**src/rtl/crc_sequencer.sv**
```systemverilog
// Byte-serial CRC sequencer: captures a polynomial configuration, loads an external
// LFSR and feeds it one bit per cycle from a valid/ready byte stream.
module crc_sequencer #(
    parameter int unsigned WIDTH = 64
) (
    input  logic             clk,
    input  logic             rst,
    input  logic             cfg_we,
    input  logic [5:0]       cfg_bitwidth,
    input  logic [WIDTH-1:0] cfg_taps,
    input  logic [WIDTH-1:0] cfg_init,
    input  logic             cfg_lsb_first,
    input  logic             start,
    input  logic             in_valid,
    input  logic [7:0]       in_data,
    input  logic             in_last,
    output logic             in_ready,
    output logic             lfsr_load,
    output logic             lfsr_shift,
    output logic             lfsr_data,
    output logic [5:0]       lfsr_bitwidth,
    output logic [WIDTH-1:0] lfsr_taps,
    output logic [WIDTH-1:0] lfsr_init,
    input  logic [WIDTH-1:0] lfsr_value,
    output logic             crc_valid,
    output logic [WIDTH-1:0] crc_out,
    output logic             busy
);

    localparam int unsigned BW_W  = 6;
    localparam int unsigned SH_W  = BW_W + 1;
    localparam int unsigned CNT_W = 3;

    typedef enum logic [2:0] {
        S_IDLE,
        S_LOAD,
        S_ACCEPT,
        S_SHIFT,
        S_DONE
    } state_t;

    state_t             state;
    state_t             state_next;
    logic [7:0]         byte_q;
    logic               last_q;
    logic               lsb_first_q;
    logic [CNT_W-1:0]   cnt;
    logic               data_next_c;
    logic [WIDTH-1:0]   mask_c;
    logic [WIDTH-1:0]   crc_hold;

    function automatic logic pick_bit(input logic [7:0] b, input logic [CNT_W-1:0] idx,
                                      input logic lsb);
        return lsb ? b[idx] : b[3'd7 - idx];
    endfunction

    // State register
    always_ff @(posedge clk) begin
        if (rst) state <= S_IDLE;
        else     state <= state_next;
    end

    // Next-state logic and the serial bit to present in the following cycle
    always_comb begin
        state_next  = state;
        data_next_c = 1'b0;
        case (state)
            S_IDLE:   if (start) state_next = S_LOAD;
            S_LOAD:   state_next = S_ACCEPT;
            S_ACCEPT: begin
                if (in_valid) begin
                    state_next  = S_SHIFT;
                    data_next_c = pick_bit(in_data, CNT_W'(0), lsb_first_q);
                end
            end
            S_SHIFT: begin
                if (cnt == CNT_W'(7)) begin
                    state_next = last_q ? S_DONE : S_ACCEPT;
                end else begin
                    data_next_c = pick_bit(byte_q, CNT_W'(cnt + CNT_W'(1)), lsb_first_q);
                end
            end
            S_DONE:   state_next = S_IDLE;
            default:  state_next = S_IDLE;
        endcase
    end

    // Low (bitwidth+1) bits set; a shift of WIDTH or more yields zero, i.e. a full mask
    assign mask_c = ~({WIDTH{1'b1}} << (SH_W'(lfsr_bitwidth) + SH_W'(1)));

    // Result follows the LFSR during DONE so the final shift is included, then holds
    assign crc_out = (state == S_DONE) ? (lfsr_value & mask_c) : crc_hold;

    // Config, byte capture, bit counter and registered strobes
    always_ff @(posedge clk) begin
        if (rst) begin
            lfsr_bitwidth <= BW_W'(31);
            lfsr_taps     <= WIDTH'(32'h04C1_1DB7);
            lfsr_init     <= WIDTH'(32'hFFFF_FFFF);
            lsb_first_q   <= 1'b0;
            byte_q        <= 8'd0;
            last_q        <= 1'b0;
            cnt           <= CNT_W'(0);
            in_ready      <= 1'b0;
            lfsr_load     <= 1'b0;
            lfsr_shift    <= 1'b0;
            lfsr_data     <= 1'b0;
            crc_valid     <= 1'b0;
            busy          <= 1'b0;
            crc_hold      <= '0;
        end else begin
            if (state == S_IDLE && cfg_we) begin
                lfsr_bitwidth <= cfg_bitwidth;
                lfsr_taps     <= cfg_taps;
                lfsr_init     <= cfg_init;
                lsb_first_q   <= cfg_lsb_first;
            end
            if (state == S_ACCEPT && in_valid) begin
                byte_q <= in_data;
                last_q <= in_last;
                cnt    <= CNT_W'(0);
            end else if (state == S_SHIFT) begin
                cnt <= CNT_W'(cnt + CNT_W'(1));
            end
            if (state == S_DONE) crc_hold <= lfsr_value & mask_c;
            in_ready   <= (state_next == S_ACCEPT);
            lfsr_load  <= (state_next == S_LOAD);
            lfsr_shift <= (state_next == S_SHIFT);
            crc_valid  <= (state_next == S_DONE);
            busy       <= (state_next != S_IDLE);
            lfsr_data  <= data_next_c;
        end
    end

endmodule
```
**config.mk**
```make
export PLATFORM = sky130hd
export DESIGN_NAME = crc_sequencer
export DESIGN_NICKNAME = d
export VERILOG_FILES = /design/src/rtl/crc_sequencer.sv
export SDC_FILE = /design/constraint.sdc
export NUM_CORES = 1
export LEC_CHECK = 0
export ABC_AREA = 1
export CORE_AREA = 8 8 155 157
export CTS_BUF_LIST = sky130_fd_sc_hd__clkbuf_2 sky130_fd_sc_hd__clkbuf_4 sky130_fd_sc_hd__clkbuf_8
export DETAILED_ROUTE_END_ITERATION = 8
export DIE_AREA = 0 0 163 165
export GPL_TIMING_DRIVEN = 1
export HOLD_SLACK_MARGIN = 0.05
export PLACE_DENSITY_LB_ADDON = 0.25
export SLEW_MARGIN = 20
export SYNTH_ARGS = -nofsm -noshare
export SYNTH_HDL_FRONTEND = slang
export SYNTH_SLANG_ARGS = --single-unit
```
**constraint.sdc**
```tcl
create_clock -name clk -period 2.3 [get_ports clk]
set_input_delay 0.23 -clock clk [delete_from_list [all_inputs] [get_ports clk]]
set_output_delay 0.23 -clock clk [all_outputs]
set_load 0.01 [all_outputs]
```
-- Word-level counts from Yosys, hierarchy flattened
Cells that the tools add are included.
- bits in registers: 220
- word-level logic and storage cells: 52
- bits of input ports: 213
- reduce and logical (&&, ||, !) cells: 5
- $add $sub $neg: 3
- equality and inequality tests: 9
- $lt $le $gt $ge: 2
- bitwise logic cells: 2
- mux-type cells: 15
- shift operators: 1
- operator list (operator ; number):
    $and 64x64->64 ; 1
    $mux 64 ; 1
    $not 64->64 ; 1
    $shl 64x7->64 const A ; 1
    $eq 3x2->1 const B ; 4
    $mux 3 ; 4
    $pmux 3 s4 ; 1
    $eq 3x3->1 const B ; 3
    $lt 3x4->1 const B ; 2
    $add 6x1->7 const B ; 1
    $bmux 1 s3 ; 2
    $eq 3x1->1 const B ; 2
    $mux 1 ; 6
    $add 3x1->3 const B ; 1
    $logic_not 3->1 ; 1
    $reduce_bool 3->1 ; 1
    $sub 3x3->3 const A ; 1
    $logic_and 1x1->1 ; 2
    $pmux 1 s2 ; 1
    $reduce_or 2->1 ; 1

-- Depth between registers and ports, before layout
Gate-level depths: netlist of run 1.
- word-level depth: 7
- mapped depth: 10
- gate-level depth less buffers: 10

-- Worst setup path after synthesis of run 1
OpenSTA, ideal clock, no wires.
- path kind: reg2out
- start point: register lfsr_bitwidth[1]
- end point: output crc_out[50]
- slack: 0.206 ns
- arrival time: 1.864 ns
- cell stages (with the launch flop): 11
- buffers on the path: 0
- path through: dfxtp_1 > ha_1 > inv_1 > ha_1 > inv_1 > nor2_1 > inv_1 > o21ai_0 > nand2_1 > nand3b_1 > nand2_1
- longest elaborated chain between the ends: 5
- ends and longest elaborated chain (element ; RTL line ; source):
    start, declared ; 21 ; output logic [5:0] lfsr_bitwidth,
    start signal, assigned ; 113 ; lfsr_bitwidth <= cfg_bitwidth;
    $add 6x1->7 ; 89 ; assign mask_c = ~({WIDTH{1'b1}} << (SH_W'(lfsr_bitwidth) + SH_W'(1)));
    $shl 64x7->64 ; 89 ;
    $not 64->64 ; 89 ;
    $and 64x64->64 ; 92 ; assign crc_out = (state == S_DONE) ? (lfsr_value & mask_c) : crc_hold;
    $mux 64 ; n/a ;
    end, declared ; 26 ; output logic [WIDTH-1:0] crc_out,
No other way between the ends.

-- Worst setup path in the final report of run 1
- start point: register lfsr_bitwidth[0]
- end point: output crc_out[59]
Same word-level chain as after synthesis.

==> metrics, run 1 <==
wire length per cell=20.45 um; Layout fillers=1468; logic depth of the worst register-to-register path=16; Worst Hold Launch=rst; die span in x=163 um; worst flop-to-flop path endpoint=crc_hold[25]; violated checks=negative setup slack; full die area=26900 um^2; Crit path max-delay family=simple AND/OR/NAND/NOR gates; total gr overflow=0; top cells by area, synth=sky130_fd_sc_hd__dfxtp_1 49%, sky130_fd_sc_hd__nand2_1 22%, sky130_fd_sc_hd__a21oi_1 8.8%; Buffers on Ports=416; CTS buffer count=39; routed wire length on met3=4.694 mm; Slew Viols, Final=0; post-placement cell area=13750 um^2; vias per std cell=5.257; worst reg2reg path startpoint=lfsr_bitwidth[0]; largest fanout on the critical path=16; # nets final=1998; Synth top area share=48.71%; Top-Level Pins=417; peak per-stage delay on the critical path=0.36 ns; total design power=11.45 mW; standard cell core area=21490 um^2; CTS H-tree depth=2; EDFF count, synth=0; relative max-transition margin=51.21%; Detailed Routing Iterations Pass 1=8; vertical die dimension=165 um; transition time of the tightest slew-check pin=0.7319 ns; clock tree root buffer cell=sky130_fd_sc_hd__clkbuf_8; Main synth FF type=sky130_fd_sc_hd__dfxtp_1; largest net degree at the start of global routing=152; max-capacitance violation count=0; number of nets with antenna violations after routing=0; Avg Cell Area, Syn=7.251 um^2; CP cell instances=buf_6, nand4_1, nand2_8, nand2_1, o21ai_1, nand3b_1, nand2_1, buf_6; number of instances in the synthesized netlist=1247; setup repair after global routing missed its margin=yes; Buf/Inv on CP=2; clock insertion delay at the later pin of the skew report=0.54 ns; met1 layer wirelength in the final routing=14.75 mm; leakage power=7.028 nW; antenna violations before repair=2; post-synth net total=1468; clock buffer depth=3; drt first-iter violations=972; sequential-to-total area share from yosys stat=48.71%; total placed cells including tap cells=1923; initial core utilization=42.09%; terminating pin of the worst hold path=lfsr_init[0]; Post-Layout Cell Count=2083; number of sinks handled by clock tree synthesis=220; remaining routing DRC violations=0; most frequent cells after synthesis=521 x sky130_fd_sc_hd__nand2_1, 220 x sky130_fd_sc_hd__dfxtp_1, 159 x sky130_fd_sc_hd__a21oi_1, 78 x sky130_fd_sc_hd__nand3_1, 47 x sky130_fd_sc_hd__clkbuf_1; Hold Path Depth=3; sort of element at the start of the critical path=flop; footprint of the multi-input gates=4818 um^2; Tot GR Track Use=28.12%; total of flip-flops plus latches after synthesis=220; post-synthesis to final-layout area growth=78.72%; clock-pin slew on the worst setup and hold paths=0.06 ns; Crit path required time=2.07 ns; worst slack at placement=-0.1823 ns; number of unique standard cell types used by synthesis=27; clock tree from TritonCTS=yes; outcome=finished, violations left; setup clock skew after layout=0.01990 ns; worst hold path class=primary input to flop; vias in the first global route=10670; capturing element type of the critical path=output port; final hold violation count=0; met2 wirelength from detailed routing=20.71 mm; CP max stage cell=sky130_fd_sc_hd__dfxtp_4; worst hold-check slack=0.2397 ns; final weighted congestion in routability-driven placement=0.8872; post-route cell area=16160 um^2; top layer in use=met5; Crit path arrival time=2.40 ns; number of vias in the routed layout=10950; wire length of the first global-routing pass=59.29 mm; worst setup path category=flop to output port; min setup slack post-route=-0.3328 ns; setup tns final=-12.93 ns; Max IR drop VDD=0.0006106 V; period utilisation layout=114.5%; fraction of layout instances using a drive strength above 1=23.93%; setup-violating endpoint count in the final report=65; power density cells=708.3 nW/um^2; leading area contributor after synthesis=sky130_fd_sc_hd__dfxtp_1; cell with the most instances after synthesis=sky130_fd_sc_hd__nand2_1; maximum frequency from static timing analysis=0.3798 GHz; total of warnings raised by yosys=0; area taken by flip-flops and latches=4414 um^2; area of the mapped netlist=9042 um^2; WL final=42.60 mm; proportion of synthesized flip-flops having asynchronous set or reset=0%; core utilization of the finished layout=75.22%; reg-to-reg slack, setup=-0.20 ns; placed wire-length estimate after detailed placement=27.44 mm; post-layout min period=2.633 ns; number of standard-cell rows in the floorplan=54
final cells by class:
cell class              instances  area share, %
repair buffers                567          34.75
multi-input cells             901          29.82
flip-flops and latches        220          27.31
clock buffers                  59          4.444
well taps                     280          2.168
inverters                      48          1.239
clock inverters                 6         0.2400
diodes                          2        0.03097
worst register-to-register path, delay by kind of cell (launching register included):
family	cells	cell delay, ns
flops	1	0.36
buf+inv	10	1.21
simple gates	3	0.49
compound gates	2	0.22
fa+ha+maj	1	0.15
layout by cell type (no fill, tap or decap), types with 17 or more instances in the layout:
cell,count
sky130_fd_sc_hd__nand3b_1,21
sky130_fd_sc_hd__nor2_1,20
sky130_fd_sc_hd__nand2_1,456
sky130_fd_sc_hd__inv_1,36
sky130_fd_sc_hd__clkbuf_8,44
sky130_fd_sc_hd__o21bai_4,17
sky130_fd_sc_hd__nand2_2,44
sky130_fd_sc_hd__clkdlybuf4s50_1,351
sky130_fd_sc_hd__buf_2,30
sky130_fd_sc_hd__dfxtp_1,216
sky130_fd_sc_hd__a21oi_1,155
sky130_fd_sc_hd__buf_4,102
sky130_fd_sc_hd__nand3_1,67
sky130_fd_sc_hd__buf_6,60
sky130_fd_sc_hd__nand2_4,26
what timing repair did:
item                                    in CTS  in global routing
hold buffers                                 0                  0
resized for setup                          443                 97
pin swaps                                   90                 74
endpoints found under the setup margin      64                 68
buffers inserted                            78                 20
cloned                                       8                  0
sequential cells by signal (all words and copies together) (netlist names):
name           cells
lfsr_shift         1
cnt                3
crc_hold          64
lfsr_init         64
state              3
lfsr_load          1
last_q             1
lfsr_bitwidth      6
crc_valid          1
lfsr_data          1
in_ready           1
byte_q             8
lfsr_taps         64
lsb_first_q        1
busy               1
report_power, final:
part / internal, mW / leakage, nW / switching (mW)
clock: 1.99 / 0.402 / 1.62
sequential: 4.04 / 1.80 / 0.126
combinational: 1.79 / 4.83 / 1.89
how the worst max path moves through the flow:
stage	cells past startpoint	slack, ns	startpoint	end
finish	8	-0.33	lfsr_bitwidth[0]	crc_out[59]
global route	13	-0.40	lfsr_bitwidth[0]	crc_out[47]
CTS	12	-0.22	lfsr_bitwidth[1]	crc_out[28]
detailed placement	12	-0.18	lfsr_bitwidth[0]	crc_out[42]
global placement	12	-0.17	lfsr_bitwidth[0]	crc_out[42]
floorplan	10	0.21	lfsr_bitwidth[1]	crc_out[50]
kinds of logic after synthesis:
group | Yosys count | share of synthesized area [%]
AO/OA/AOI/OAI | 213 | 12.52
adder cells (fa/ha/maj) | 8 | 1.107
buffers and inverters | 127 | 6.116
flip-flops | 220 | 48.71
AND/OR/NAND/NOR | 679 | 31.55
routing by layer:
| metal | vias up | global-route usage, % |
|---|---|---|
| met1 | 5040 | 30.28 |
| met3 | 165 | 10.59 |
| met2 | 658 | 47.81 |
| met5 | - | 0 |
| met4 | 2 | 14.18 |
| li1 | 5086 | - |
Power figures use the tool's default switching activity.
==> inputs of run 2 (changes only) <==
--- a/config.mk
+++ b/config.mk
@@ -13,6 +13,7 @@
 export GPL_TIMING_DRIVEN = 1
 export HOLD_SLACK_MARGIN = 0.05
 export PLACE_DENSITY_LB_ADDON = 0.25
+export SKIP_CTS_REPAIR_TIMING = 1
 export SLEW_MARGIN = 20
 export SYNTH_ARGS = -nofsm -noshare
 export SYNTH_HDL_FRONTEND = slang
==> run 2 against run 1 <==
Net effect: the flow still finishes with violations (negative setup slack); count of clock-buffer cells in the layout unchanged; die area unchanged; final area decreased by 4.3%; flip-flop and latch count unchanged; clock skew about the same; global-route usage decreased by 2.7 points; core utilization decreased by 3.3 points; worst setup slack improved by 0.017 ns; cell count decreased by 1.8%; maximum frequency increased by 0.65%; sequential power about the same; critical endpoint is now crc_out[12].
==> metrics, run 2 (synthesis results as in run 1) <==
full die area=26900 um^2 (unchanged); min setup slack post-route=-0.3159 ns (+0.01690 ns); Buffers on Ports=416 (unchanged); transition time of the tightest slew-check pin=0.7088 ns (-0.02304 ns); worst reg2reg path startpoint=lfsr_bitwidth[1]; commonest cells after routing, fill and taps aside=485 x sky130_fd_sc_hd__nand2_1, 351 x sky130_fd_sc_hd__clkdlybuf4s50_1, 215 x sky130_fd_sc_hd__dfxtp_1, 159 x sky130_fd_sc_hd__a21oi_1, 79 x sky130_fd_sc_hd__buf_4; Hold Path Depth=3 (unchanged); number of sinks handled by clock tree synthesis=220 (unchanged); post-route cell area=15460 um^2 (-4.3%); setup-violating endpoint count in the final report=63 (-3.1%); initial core utilization=42.09% (unchanged); final weighted congestion in routability-driven placement=0.8872 (unchanged); number of vias in the routed layout=10530 (-3.8%); outcome=finished, violations left; capturing element type of the critical path=output port; worst hold-check slack=0.2315 ns (-0.008206 ns); antenna violations before repair=2 (unchanged); largest net degree at the start of global routing=152 (unchanged); worst hold path class=primary input to flop; worst flop-to-flop path endpoint=crc_hold[46]; drt first-iter violations=817 (-16%); vertical die dimension=165 um (unchanged); setup repair after global routing missed its margin=yes; WL final=40.04 mm (-6.0%); remaining routing DRC violations=0 (unchanged); Layout fillers=1650 (+12%); post-layout min period=2.616 ns (-0.01690 ns); worst setup path category=flop to output port; Slew Viols, Final=0 (unchanged); terminating pin of the worst hold path=lfsr_init[0]; power density cells=712.5 nW/um^2 (+0.59%); # nets final=1960 (-1.9%); number of nets with antenna violations after routing=0 (unchanged); M3 GR Usage=9.821% (-0.77 points); Detailed Routing Iterations Pass 1=5 (-3); maximum frequency from static timing analysis=0.3823 GHz (+0.65%); Top-Level Pins=417 (unchanged); Tot GR Track Use=25.46% (-2.7 points); Worst Hold Launch=rst; reg-to-reg slack, setup=0.33 ns (+0.53 ns); CTS buffer count=39 (unchanged); clock insertion delay at the later pin of the skew report=0.54 ns (about the same); leakage power=6.897 nW (-1.9%); final hold violation count=0 (unchanged); placed wire-length estimate after detailed placement=27.44 mm (unchanged); relative max-transition margin=52.75% (+1.5 points); post-placement cell area=13750 um^2 (unchanged); total gr overflow=0 (unchanged); post-synthesis to final-layout area growth=70.96%; CTS H-tree depth=2 (unchanged); Crit path arrival time=2.39 ns (about the same); clock tree from TritonCTS=yes; fraction of layout instances using a drive strength above 1=19.12% (-4.8 points); logic depth of the worst register-to-register path=11 (-5); max-capacitance violation count=0 (unchanged); clock-pin slew on the worst setup and hold paths=0.06 ns (about the same); standard cell core area=21490 um^2 (unchanged); clock tree root buffer cell=sky130_fd_sc_hd__clkbuf_8; period utilisation layout=113.7% (-0.73 points); Crit path required time=2.07 ns (about the same); wire length per cell=19.57 um (-4.3%); setup clock skew after layout=0.01999 ns (+0.00009580 ns); clock buffer depth=3 (unchanged); number of standard-cell rows in the floorplan=54 (unchanged); die span in x=163 um (unchanged); Max IR drop VDD=0.0006161 V (+0.90%); commonest non-fill, non-tap cell in the layout=sky130_fd_sc_hd__nand2_1; vias in the first global route=9642 (-9.6%); met1 layer usage reported by global route=28.53% (-1.8 points); global routing usage on met2=42.27% (-5.5 points); largest fanout on the critical path=6 (-10); most congested layer reported by global routing=met2; largest registers=crc_hold: 64 flops, lfsr_init: 64 flops, lfsr_taps: 64 flops; vias per std cell=5.147 (-2.1%); violated checks=negative setup slack; sort of element at the start of the critical path=flop; wire length of the first global-routing pass=53.67 mm (-9.5%)
[run 2: where the power goes]
group	internal [mW]	switching, mW	leakage (nW)
clock	1.99	1.62	0.402
sequential	4.05	0.128	1.80
combinational	1.57	1.67	4.70
total	7.60	3.42	6.90
[run 2: worst max path at each step]
stage                           startpoint           to  slack, ns  depth (start not counted)
after floorplan           lfsr_bitwidth[1]  crc_out[50]       0.21                         10
after global placement    lfsr_bitwidth[0]  crc_out[42]      -0.17                         12
after detailed placement  lfsr_bitwidth[0]  crc_out[42]      -0.18                         12
after CTS                 lfsr_bitwidth[0]  crc_out[42]      -0.76                         12
after global routing      lfsr_bitwidth[1]  crc_out[51]      -0.38                         12
final                     lfsr_bitwidth[1]  crc_out[12]      -0.32                         11
[run 2: final cells by class]
cell class | instances | area [um^2] | share of cell area [%]
well taps | 280 | 350.3 | 2.266
clock buffers | 59 | 718.2 | 4.646
inverters | 48 | 188.9 | 1.222
flip-flops and latches | 220 | 4410 | 28.53
multi-input cells | 903 | 4574 | 29.59
diodes | 3 | 7.507 | 0.04856
repair buffers | 527 | 5170 | 33.44
clock inverters | 6 | 38.79 | 0.2509
[run 2: per-layer routing]
layer  up-vias  part of all wire (%)
met5         -                 0.032
li1       5013                     -
met3       131                    10
met4         2                   4.5
met1      4822                    36
met2       563                    49
[run 2: critical path: stages, from the launching register on]
cell	delay [ns]
sky130_fd_sc_hd__dfxtp_2	0.34
sky130_fd_sc_hd__ha_4	0.17
sky130_fd_sc_hd__inv_4	0.07
sky130_fd_sc_hd__buf_6	0.10
sky130_fd_sc_hd__nor2_4	0.04
sky130_fd_sc_hd__nand2_2	0.13
sky130_fd_sc_hd__nand2_4	0.11
sky130_fd_sc_hd__nor2_4	0.19
sky130_fd_sc_hd__nand2_1	0.14
sky130_fd_sc_hd__o21bai_1	0.23
sky130_fd_sc_hd__nand2_1	0.18
sky130_fd_sc_hd__clkbuf_2	0.17
[run 2: metrics by stage]
step | setup WS [ns] | std cells | power (mW) | setup TNS, ns | utilization [%]
5_1_grt | -0.3835 | 2044 | 11.45 | -16.68 | 71.93
2_1_floorplan | 0.2062 | 1247 | 5.329 | 0 | -
3_5_place_dp | -0.1823 | 1923 | 6.684 | -3.864 | 63.98
6_report | -0.3159 | 2046 | 11.01 | -11.11 | 71.95
4_1_cts | -0.7618 | 1988 | 10.27 | -39.86 | 67.51
3_3_place_gp | -0.1698 | 1923 | 6.657 | -2.018 | 63.98
==> inputs of run 3 (changes only) <==
--- a/config.mk
+++ b/config.mk
@@ -12,7 +12,7 @@
 export DIE_AREA = 0 0 163 165
 export GPL_TIMING_DRIVEN = 1
 export HOLD_SLACK_MARGIN = 0.05
-export PLACE_DENSITY_LB_ADDON = 0.25
+export PLACE_DENSITY = 0.85
 export SKIP_CTS_REPAIR_TIMING = 1
 export SLEW_MARGIN = 20
 export SYNTH_ARGS = -nofsm -noshare
==> run 3 against run 2 <==
Net effect: the run still ends with negative setup slack left; global-route usage rose by 0.33 points; clock power decreased by 2%; clock skew rose by 0.0010 ns; total power rose by 1.9%; sequential power barely moved; core utilization up 2.0 points; cell count grew 1.3%; die area did not move; via count is 3.6% higher; largest power group unchanged.
==> metrics, run 3 (synthesis results as in run 1) <==
antenna violations before repair=3 (+1); min setup slack post-route=-0.3841 ns (-0.06829 ns); clock buffer depth=3 (unchanged); remaining routing DRC violations=0 (unchanged); Top-Level Pins=417 (unchanged); number of sinks handled by clock tree synthesis=220 (unchanged); initial core utilization=42.09% (unchanged); vias in the first global route=9857 (+2.2%); outcome=finished, violations left; power density cells=706.2 nW/um^2 (-0.88%); post-layout min period=2.684 ns (+0.06829 ns); vertical die dimension=165 um (unchanged); commonest non-fill, non-tap cell in the layout=sky130_fd_sc_hd__nand2_1; Detailed Routing Iterations Pass 1=5 (unchanged); clock insertion delay at the later pin of the skew report=0.54 ns (about the same); peak per-stage delay on the critical path=0.36 ns (+0.02 ns); placed wire-length estimate after detailed placement=28.00 mm (+2.0%); drt first-iter violations=1013 (+24%); number of vias in the routed layout=10910 (+3.6%); sort of element at the start of the critical path=flop; worst hold-check slack=0.1165 ns (-0.1150 ns); commonest cells after routing, fill and taps aside=470 x sky130_fd_sc_hd__nand2_1, 351 x sky130_fd_sc_hd__clkdlybuf4s50_1, 216 x sky130_fd_sc_hd__dfxtp_1, 159 x sky130_fd_sc_hd__a21oi_1, 93 x sky130_fd_sc_hd__buf_4; clock tree from TritonCTS=yes; max-capacitance violation count=0 (unchanged); Worst path most repeated cell=sky130_fd_sc_hd__buf_6; worst setup path category=flop to output port; setup tns final=-15.51 ns (-4.397 ns); die span in x=163 um (unchanged); Crit path max-delay family=buffers and inverters; total placed cells including tap cells=1940 (+0.88%); relative max-transition margin=52.90% (+0.16 points); Tot GR Track Use=25.80% (+0.33 points); post-synthesis to final-layout area growth=75.72%; footprint of the multi-input gates=4727 um^2 (+3.3%); maximum frequency from static timing analysis=0.3726 GHz (-2.5%); setup clock skew after layout=0.02103 ns (+0.001036 ns); clock tree root buffer cell=sky130_fd_sc_hd__clkbuf_8; standard cell core area=21490 um^2 (unchanged); violated checks=negative setup slack; fraction of layout instances using a drive strength above 1=21.92% (+2.8 points); final hold violation count=0 (unchanged); vias per std cell=5.265 (+2.3%); period utilisation layout=116.7% (+3.0 points); area taken by flip-flops and latches=4412 um^2 (about the same); final weighted congestion in routability-driven placement=0.9603 (+8.2%); Buf/Inv on CP=6 (+3); CTS H-tree depth=2 (unchanged); worst slack at placement=-0.1735 ns (+0.008841 ns); wire length per cell=20.24 um (+3.4%); largest net degree at the start of global routing=152 (unchanged); CP max stage cell=sky130_fd_sc_hd__dfxtp_2; clock-pin slew on the worst setup and hold paths=0.06 ns (about the same); capturing element type of the critical path=output port; Layout fillers=1486 (-9.9%); CTS buffer count=39 (unchanged); CP cell instances=ha_4, inv_4, buf_6, nor2_4, nand3_4, nand3_4, buf_12, clkinvlp_4, buf_6, nand2_4, nand2_4, nand2_2, buf_6; Crit path arrival time=2.45 ns (+0.06 ns); Slew Viols, Final=0 (unchanged); wire length of the first global-routing pass=54.34 mm (+1.2%); number of standard-cell rows in the floorplan=54 (unchanged); full die area=26900 um^2 (unchanged); WL final=41.94 mm (+4.7%); largest registers=crc_hold: 64 flops, lfsr_init: 64 flops, lfsr_taps: 64 flops; Post-Layout Cell Count=2072 (+1.3%); Max IR drop VDD=0.0004780 V (-22%); worst hold path class=primary input to flop; # nets final=1988 (+1.4%); setup-violating endpoint count in the final report=64 (+1.6%); setup repair after global routing missed its margin=yes; total gr overflow=0 (unchanged); number of nets with antenna violations after routing=0 (unchanged); largest fanout on the critical path=7 (+1); core utilization of the finished layout=73.95% (+2.0 points); transition time of the tightest slew-check pin=0.7064 ns (-0.002385 ns); Buffers on Ports=416 (unchanged); Crit path required time=2.07 ns (about the same); leakage power=6.975 nW (+1.1%)
-- run 3: cell types whose count changed in the layout (fill, tap and decap cells not counted), moves of 4 or more --
cell | previous run | this run
sky130_fd_sc_hd__clkbuf_4 | 15 | 10
sky130_fd_sc_hd__nor2_1 | 24 | 20
sky130_fd_sc_hd__buf_4 | 79 | 93
sky130_fd_sc_hd__buf_6 | 30 | 58
sky130_fd_sc_hd__o21bai_1 | 6 | 1
sky130_fd_sc_hd__nand3_1 | 76 | 72
sky130_fd_sc_hd__nand2_2 | 29 | 38
sky130_fd_sc_hd__o21bai_4 | 12 | 16
sky130_fd_sc_hd__nand2_1 | 485 | 470
sky130_fd_sc_hd__buf_2 | 22 | 18
-- run 3: worst reg2reg max path: cells and delay by family (launching register included) --
| kind | cells | cell delay [ns] |
|---|---|---|
| compound gates | 1 | 0.11 |
| simple gates | 5 | 0.64 |
| fa+ha+maj | 1 | 0.16 |
| flops | 1 | 0.36 |
| buf+inv | 6 | 0.78 |
-- run 3: metrics by stage --
step	power, mW	instance area, um^2
2_1_floorplan	5.329	9042
3_3_place_gp	6.646	13860
3_5_place_dp	6.688	13860
4_1_cts	10.16	14590
5_1_grt	11.64	15880
6_report	11.22	15890
-- run 3: worst paths after layout --
path                          from  slack, ns  cells after the start             to
setup / recovery  lfsr_bitwidth[1]      -0.38                     13    crc_out[19]
hold / removal                 rst       0.12                      3  lfsr_taps[26]
setup reg to reg  lfsr_bitwidth[1]       0.17                     13   crc_hold[43]
hold reg to reg           state[2]       0.46                      1      crc_valid
-- run 3: cell type report --
type                       count  area share (%)
tap                          280           2.205
inverter                      48           1.213
timing repair buffer         558           34.43
sequential                   220           27.77
multi-input combinational    900           29.75
antenna                        4         0.06300
clock buffer                  54           4.284
clock inverter                 8          0.2914
-- run 3: where the power goes --
group          internal (mW)  switching, mW  leakage [nW]  total (mW)
clock network           1.90           1.62         0.391        3.52
logic                   1.72           1.81          4.79        3.53
registers               4.04          0.130          1.80        4.17
total                   7.67           3.55          6.98        11.2
-- run 3: per-layer routing --
metal / share of wire [%] / up-vias / wire length, um / global-route usage [%]
met5: 0.031 / - / 13 / 0
met4: 5.3 / 2 / 2224 / 12.34
met3: 11 / 154 / 4535 / 9.571
met2: 50 / 673 / 20770 / 44.34
met1: 34 / 5025 / 14400 / 27.72
li1: - / 5055 / - / -
